`src/rtl/sram_arb_pkg.sv`:
```
// sram_arb_pkg: shared types and constants for the single-port SRAM arbiter.
//   size_e : data access size encoding (matches the d_size port)
//   own_e  : owner tag of the response that is due in the next cycle
//   SRAM_AW, WORD_BYTES : SRAM word-address width and byte lanes per word
package sram_arb_pkg;

  localparam int SRAM_AW    = 14;
  localparam int WORD_BYTES = 4;

  typedef enum logic [1:0] {
    BYTE = 2'd0,
    HALF = 2'd1,
    WORD = 2'd2,
    RSVD = 2'd3
  } size_e;

  typedef enum logic [1:0] {
    NONE = 2'd0,
    IF   = 2'd1,
    DL   = 2'd2,
    DERR = 2'd3
  } own_e;

endpackage

```
`src/rtl/sram_arb_if.sv`:
```
// sram_arb_if: bundles the fetch port, the load/store port and the SRAM
// macro pins seen by the arbiter.
//   master : environment side (core requesters plus the SRAM macro, which
//            drives m_rd)
//   slave  : arbiter side (grants, responses and SRAM control pins)
// Parameters: AW = SRAM word-address width, DW = data width (32).
interface sram_arb_if #(
  parameter int AW = 14,
  parameter int DW = 32
);

  logic          i_req;
  logic [AW+1:0] i_addr;
  logic          i_gnt;
  logic          i_rvalid;
  logic [DW-1:0] i_rdata;

  logic          d_req;
  logic          d_wr;
  logic [1:0]    d_size;
  logic [AW+1:0] d_addr;
  logic [DW-1:0] d_wdata;
  logic          d_gnt;
  logic          d_rvalid;
  logic [DW-1:0] d_rdata;
  logic          d_err;

  logic          m_e;
  logic [3:0]    m_we;
  logic [AW-1:0] m_a;
  logic [DW-1:0] m_wd;
  logic [DW-1:0] m_rd;

  modport master (
    output i_req, i_addr, d_req, d_wr, d_size, d_addr, d_wdata, m_rd,
    input  i_gnt, i_rvalid, i_rdata, d_gnt, d_rvalid, d_rdata, d_err,
           m_e, m_we, m_a, m_wd
  );

  modport slave (
    input  i_req, i_addr, d_req, d_wr, d_size, d_addr, d_wdata, m_rd,
    output i_gnt, i_rvalid, i_rdata, d_gnt, d_rvalid, d_rdata, d_err,
           m_e, m_we, m_a, m_wd
  );

endinterface

```
`src/rtl/sram_arb_lane.sv`:
```
// sram_arb_lane: combinational byte/halfword lane steering for the data port.
//   d_wr    in  : 1 = store, 0 = load
//   d_size  in  : access size (size_e encoding)
//   addr_lo in  : byte offset within the word (d_addr[1:0])
//   d_wdata in  : LSB-aligned store data
//   we      out : SRAM byte write strobes (zero for loads and misaligned)
//   wd      out : store data replicated across all candidate lanes
//   misal   out : access is misaligned or uses the reserved size
module sram_arb_lane
  import sram_arb_pkg::*;
#(
  parameter int DW = 32
) (
  input  logic                  d_wr,
  input  logic [1:0]            d_size,
  input  logic [1:0]            addr_lo,
  input  logic [DW-1:0]         d_wdata,
  output logic [WORD_BYTES-1:0] we,
  output logic [DW-1:0]         wd,
  output logic                  misal
);

  size_e sz;
  assign sz = size_e'(d_size);

  function automatic logic is_misaligned(input size_e s, input logic [1:0] lo);
    case (s)
      HALF:    return lo[0];
      WORD:    return lo != 2'b00;
      RSVD:    return 1'b1;
      default: return 1'b0;
    endcase
  endfunction

  // Data is replicated so the strobes alone select the target lane; the
  // SRAM never needs a shifter on the write path.
  always_comb begin
    we    = '0;
    wd    = d_wdata;
    misal = is_misaligned(sz, addr_lo);
    case (sz)
      BYTE: begin
        wd = {WORD_BYTES{d_wdata[7:0]}};
        we = 4'b0001 << addr_lo;
      end
      HALF: begin
        wd = {2{d_wdata[15:0]}};
        we = 4'b0011 << {addr_lo[1], 1'b0};
      end
      WORD:    we = 4'b1111;
      default: we = '0;
    endcase
    if (!d_wr || misal) we = '0;
  end

endmodule

```
`src/rtl/sram_arb.sv`:
```
// sram_arb: shares one single-port 32-bit byte-lane SRAM between the
// instruction-fetch port and the load/store port of the core.
//   clk  in : rising-edge clock
//   rst  in : synchronous active-high reset
//   bus     : sram_arb_if.slave (fetch port, data port, SRAM pins)
// Grants are combinational and same-cycle; read data returns one cycle
// later, steered to the owner recorded in rsp_own. Data wins over fetch.
// Optional macro SRAM_ARB_STARVE_EN adds a starvation counter that forces a
// fetch grant after STARVE_MAX consecutive denied fetch cycles.
module sram_arb
  import sram_arb_pkg::*;
#(
  parameter int AW         = SRAM_AW,
  parameter int DW         = 32,
  parameter int STARVE_MAX = 4
) (
  input  logic      clk,
  input  logic      rst,
  sram_arb_if.slave bus
);

  logic [WORD_BYTES-1:0] lane_we;
  logic [DW-1:0]         lane_wd;
  logic                  d_misal;
  logic                  fetch_force;
  own_e                  rsp_own;
  own_e                  own_next;

  // Word address only; the byte offset of a fetch carries no information.
  logic unused_ok;
  assign unused_ok = ^{bus.i_addr[1:0], (STARVE_MAX != 0)};

  sram_arb_lane #(.DW(DW)) u_lane (
    .d_wr    (bus.d_wr),
    .d_size  (bus.d_size),
    .addr_lo (bus.d_addr[1:0]),
    .d_wdata (bus.d_wdata),
    .we      (lane_we),
    .wd      (lane_wd),
    .misal   (d_misal)
  );

`ifdef SRAM_ARB_STARVE_EN
  logic [2:0] starve_cnt;

  always_ff @(posedge clk) begin
    if (rst || bus.i_gnt) starve_cnt <= '0;
    else if (bus.i_req)   starve_cnt <= starve_cnt + 3'd1;
  end

  assign fetch_force = bus.i_req && (starve_cnt == 3'(STARVE_MAX));
`else
  assign fetch_force = 1'b0;
`endif

  // A misaligned data request is still granted (consumed) but never
  // reaches the SRAM; its response is the error tag.
  always_comb begin
    bus.i_gnt = 1'b0;
    bus.d_gnt = 1'b0;
    bus.m_e   = 1'b0;
    bus.m_we  = '0;
    bus.m_a   = '0;
    bus.m_wd  = '0;
    own_next  = NONE;
    if (!rst) begin
      if (bus.d_req && !fetch_force) begin
        bus.d_gnt = 1'b1;
        if (d_misal) begin
          own_next = DERR;
        end else begin
          bus.m_e  = 1'b1;
          bus.m_a  = bus.d_addr[AW+1:2];
          bus.m_we = lane_we;
          bus.m_wd = lane_wd;
          own_next = bus.d_wr ? NONE : DL;
        end
      end else if (bus.i_req) begin
        bus.i_gnt = 1'b1;
        bus.m_e   = 1'b1;
        bus.m_a   = bus.i_addr[AW+1:2];
        own_next  = IF;
      end
    end
  end

  // ---- grant cycle -> response cycle (SRAM read latency 1) ----
  always_ff @(posedge clk) begin
    if (rst) rsp_own <= NONE;
    else     rsp_own <= own_next;
  end

  assign bus.i_rvalid = (rsp_own == IF);
  assign bus.d_rvalid = (rsp_own == DL);
  assign bus.d_err    = (rsp_own == DERR);
  assign bus.i_rdata  = (rsp_own == IF) ? bus.m_rd : '0;
  assign bus.d_rdata  = (rsp_own == DL) ? bus.m_rd : '0;

endmodule

```
`src/flat_wrapper.sv`:
```
// flat-port wrapper written by rule: the top's interface ports become plain ports
module sram_arb_flat import sram_arb_pkg::*;
#(
  parameter int AW         = SRAM_AW,
  parameter int DW         = 32,
  parameter int STARVE_MAX = 4
)
  (clk, rst, bus_i_req, bus_i_addr, bus_d_req, bus_d_wr, bus_d_size, bus_d_addr, bus_d_wdata, bus_m_rd, bus_i_gnt, bus_i_rvalid, bus_i_rdata, bus_d_gnt, bus_d_rvalid, bus_d_rdata, bus_d_err, bus_m_e, bus_m_we, bus_m_a, bus_m_wd);
  sram_arb_if #(.AW(AW), .DW(DW)) bus_i ();
  input  logic clk;
  input  logic rst;
  input wire logic [$bits(bus_i.i_req)-1:0] bus_i_req;
  input wire logic [$bits(bus_i.i_addr)-1:0] bus_i_addr;
  input wire logic [$bits(bus_i.d_req)-1:0] bus_d_req;
  input wire logic [$bits(bus_i.d_wr)-1:0] bus_d_wr;
  input wire logic [$bits(bus_i.d_size)-1:0] bus_d_size;
  input wire logic [$bits(bus_i.d_addr)-1:0] bus_d_addr;
  input wire logic [$bits(bus_i.d_wdata)-1:0] bus_d_wdata;
  input wire logic [$bits(bus_i.m_rd)-1:0] bus_m_rd;
  output wire logic [$bits(bus_i.i_gnt)-1:0] bus_i_gnt;
  output wire logic [$bits(bus_i.i_rvalid)-1:0] bus_i_rvalid;
  output wire logic [$bits(bus_i.i_rdata)-1:0] bus_i_rdata;
  output wire logic [$bits(bus_i.d_gnt)-1:0] bus_d_gnt;
  output wire logic [$bits(bus_i.d_rvalid)-1:0] bus_d_rvalid;
  output wire logic [$bits(bus_i.d_rdata)-1:0] bus_d_rdata;
  output wire logic [$bits(bus_i.d_err)-1:0] bus_d_err;
  output wire logic [$bits(bus_i.m_e)-1:0] bus_m_e;
  output wire logic [$bits(bus_i.m_we)-1:0] bus_m_we;
  output wire logic [$bits(bus_i.m_a)-1:0] bus_m_a;
  output wire logic [$bits(bus_i.m_wd)-1:0] bus_m_wd;
  assign bus_i.i_req = bus_i_req;
  assign bus_i.i_addr = bus_i_addr;
  assign bus_i.d_req = bus_d_req;
  assign bus_i.d_wr = bus_d_wr;
  assign bus_i.d_size = bus_d_size;
  assign bus_i.d_addr = bus_d_addr;
  assign bus_i.d_wdata = bus_d_wdata;
  assign bus_i.m_rd = bus_m_rd;
  assign bus_i_gnt = bus_i.i_gnt;
  assign bus_i_rvalid = bus_i.i_rvalid;
  assign bus_i_rdata = bus_i.i_rdata;
  assign bus_d_gnt = bus_i.d_gnt;
  assign bus_d_rvalid = bus_i.d_rvalid;
  assign bus_d_rdata = bus_i.d_rdata;
  assign bus_d_err = bus_i.d_err;
  assign bus_m_e = bus_i.m_e;
  assign bus_m_we = bus_i.m_we;
  assign bus_m_a = bus_i.m_a;
  assign bus_m_wd = bus_i.m_wd;
  sram_arb #(.AW(AW), .DW(DW), .STARVE_MAX(STARVE_MAX)) u_core (.clk(clk), .rst(rst), .bus(bus_i));
endmodule
```
`config.mk`:
```
export PLATFORM = sky130hd
export DESIGN_NAME = sram_arb_flat
export DESIGN_NICKNAME = d
export VERILOG_FILES = /design/src/rtl/sram_arb_pkg.sv /design/src/rtl/sram_arb_if.sv /design/src/rtl/sram_arb_lane.sv /design/src/rtl/sram_arb.sv /design/src/flat_wrapper.sv
export SDC_FILE = /design/constraint.sdc
export NUM_CORES = 1
export LEC_CHECK = 0
export CORE_MARGIN = 8
export CORE_UTILIZATION = 22
export DETAILED_ROUTE_END_ITERATION = 10
export MAX_ROUTING_LAYER = met4
export PLACE_DENSITY = 0.8
export SYNTH_ARGS = -nofsm -noshare
export SYNTH_HDL_FRONTEND = slang
export SYNTH_SLANG_ARGS = --single-unit
```
`constraint.sdc`:
```
create_clock -name clk -period 1.75 [get_ports clk]
set_input_delay 0.4375 -clock clk [delete_from_list [all_inputs] [get_ports clk]]
set_output_delay 0.4375 -clock clk [all_outputs]
set_load 0.01 [all_outputs]
```
==> impl_metrics.py <==
metrics = {
    "clock_network": {
        "path_clk_slew_ns": 0.03,
        "cts_tree": "built",
        "htreeDepth": 1,
        "clockRootBuffer": "clkbuf_8",
        "clock-sinks": 2,
        "clk_path_buf_depth": 2,
        "cts_buffers": 3,
    },
    "finish": {
        "drive_above_1_share_pct": 45.5,
        "final_util_pct": 74.9,
        "multi_input_area_um2": 1440,
        "max_flop_register": "u_core.rsp_own",
        "nFillCells": 409,
        "area_growth_pct": 233,
        "reg.largest.list": "u_core.rsp_own x2",
        "nets": 573,
        "largest_reg_flops": 2,
        "regArea_um2": 42.5,
        "final_area_um2": 4380,
        "insertedDiodeCount": 0,
    },
    "yosys": {
        "synth.area.top_cells": "and2_1 (35%), mux2i_1 (12%), a22o_1 (9.3%)",
        "yosys_warnings": 0,
        "syn-mean-instance-area_um2": 6.68,
        "synth-seq-cells": 2,
        "syn_nets": 300,
        "netlist_area_um2": 1320,
        "seq_area_frac_synth_pct": 3.04,
        "yosysUniqueCellTypes": 25,
        "synth_cells": 197,
        "synth_largest_area_cell": "and2_1",
        "netlist.area_leader.share_pct": 34.7,
    },
    "run_status": {
        "status": "complete, but fails checks",
        "violations": "setup timing",
    },
    "timing": {
        "drv_slew": 0,
        "worst_pin_slew_ns": 0.413,
        "timing.final.ws_setup_ns": -0.281,
        "layout_min_cycle_time_ns": 2.03,
        "fmax_mhz": 492,
        "relSlewSlack_pct": 72.2,
        "rsz0062_at_grt": "true",
        "setup_viol": 50,
        "period_share_pct": 116,
        "tns_ns": -10.50,
        "finalHoldViolations": 0,
    },
    "placement": {
        "dp_hpwl_mm": 7.48,
        "routabilityCongestion": 0.857,
        "postPlaceCellArea_um2": 3770,
        "port_buffers": 220,
    },
    "global_route": {
        "grt_max_degree": 34,
        "grt_pass1_vias": 2574,
        "track_usage_pct": 20.7,
        "antenna_found_initial": 0,
        "grt-ovfl-total": 0,
        "grt_pass1_wl_mm": 13.7,
    },
    "critical_path": {
        "critPathLaunchType": "input port",
        "required_ns": 1.31,
        "crit_type": "input port to output port",
        "worstPathMaxFanout": 6,
        "critPathCaptureType": "output port",
        "crit_arrival_ns": 1.59,
    },
    "power": {
        "peakVddDrop_mv": 0.207,
        "swShare_pct": 35.7,
        "combPwrFrac_pct": 79.7,
        "p_leak_nw": 2.59,
        "internal-power_mw": 0.778,
        "finalPower_mw": 1.21,
        "seqPwrFrac_pct": 4.4,
        "p_clk_share_pct": 15.9,
        "power.density_nw_per_um2": 276,
        "p_sw_mw": 0.433,
    },
    "routing": {
        "wl_mm": 10.9,
        "antenna_left": 0,
        "via_per_inst": 4.76,
        "wl_per_cell_um": 20.0,
        "num_vias": 2587,
        "first_pass_iters": 4,
        "drtIter0Drc": 33,
        "drc": 0,
    },
    "floorplanning": {
        "io_pins": 223,
        "rows": 28,
        "chipWidth_um": 93.4,
        "dieArea_um2": 8710,
        "core_um2": 5850,
        "die_height_um": 93.4,
        "start_util_pct": 22.5,
    },
    "worst_hold_path": {
        "hp-start": "bus_d_req",
        "holdPathStages": 4,
        "min_path_type": "input port to flop",
        "hold_end": "u_core.rsp_own[1]",
    },
    "job": {
        "max_cap_viol_count": 0,
    },
}
==> cell type report <==
class	count	share of cell area, %
tap	75	2.14
inverter	2	0.228
sequential	2	0.971
clock buffer	3	0.942
multi-input combinational	180	32.8
timing repair buffer	281	62.9
==> cells in the final DEF, fill, tap and decap left out, types with 9 or more instances in the layout <==
cell type / n
buf_6: 44
clkdlybuf4s50_1: 91
clkbuf_2: 12
nor2_1: 12
and2_1: 64
dlymetal6s2s_1: 35
a22o_1: 14
and2_4: 9
o21ai_0: 9
buf_2: 50
mux2i_1: 16
buf_4: 28
==> Yosys cell counts <==
library cell and count:
or2_2 1, inv_1 2, dfxtp_1 2, nand2_1 11
nor3_1 2, a2111oi_0 1, buf_6 4, a21oi_2 3
nor3_2 1, and2_1 73, o21a_4 1, mux2i_1 16
nand2b_1 1, nor2_1 20, buf_2 3, buf_4 2
nor2b_1 3, xor2_1 1, o21ai_0 11, a22oi_1 1
a21oi_1 8, a22o_1 14, o21ai_2 1, mux2_2 8
clkbuf_1 7
==> power by group through the flow <==
stage / Clock [mW] / Sequential (mW) / Combinational, mW
after CTS: 0.199 / 0.0507 / 0.875
final: 0.192 / 0.0538 / 0.965
after global placement: 0 / 0.0512 / 0.810
after global routing: 0.203 / 0.0545 / 1.02
after floorplan: 0 / 0.0510 / 0.268
after detailed placement: 0 / 0.0513 / 0.821
==> logic make-up (layout without fill, tap and decap cells) <==
group	count (synthesis)	in the layout	share of synthesized area [%]
AO/OA/AOI/OAI	40	43	21.6
XOR/XNOR	1	1	0.666
buffers and inverters	18	286	8.27
flip-flops	2	2	3.04
multiplexers	24	24	19.0
AND/OR/NAND/NOR	112	112	47.4
==> metal layers <==
| layer | wire (um) | up-vias | global-route usage (%) |
|---|---|---|---|
| met5 | 0 | - | - |
| met4 | 284 | 0 | 4.83 |
| met3 | 630 | 20 | 4.09 |
| met2 | 5830 | 150 | 40.4 |
| met1 | 4120 | 1198 | 20.4 |
| li1 | - | 1219 | - |
==> through the flow <==
| step | worst slack, ns | instances | hold WS (ns) |
|---|---|---|---|
| floorplan | 0.0682 | 197 | 0.529 |
| global placement | -1.04 | 498 | 1.14 |
| detailed placement | -1.05 | 498 | 1.14 |
| CTS | -0.378 | 530 | 0.575 |
| global route | -0.310 | 543 | 0.573 |
| finish | -0.281 | 543 | 0.571 |
==> how the worst max path moves through the flow <==
stage / start / end / slack [ns] / cells past startpoint
after detailed placement: bus_d_size[0] / bus_m_wd[5] / -1.05 / 5
after global placement: bus_d_size[0] / bus_m_a[5] / -1.04 / 5
after CTS: u_core.rsp_own[1] / bus_d_rdata[23] / -0.38 / 4
after global routing: bus_d_size[0] / bus_m_wd[14] / -0.31 / 8
final: bus_d_size[0] / bus_m_wd[14] / -0.28 / 8
after floorplan: rst / bus_m_wd[14] / 0.07 / 5
==> repair_timing <==
action | in CTS | in global routing
cloned | 3 | 6
setup endpoints to repair | 119 | 117
setup buffers | 27 | 10
pin swaps | 25 | 24
gates resized for setup | 291 | 191
hold buffers | 0 | 0
==> worst max-delay path, cell delays in order <==
cell,delay [ns]
buf_8,0.10
buf_6,0.12
a21oi_4,0.23
buf_6,0.15
o21ai_4,0.09
clkbuf_16,0.19
a21oi_2,0.11
buf_4,0.16
Power figures use the tool's default switching activity.
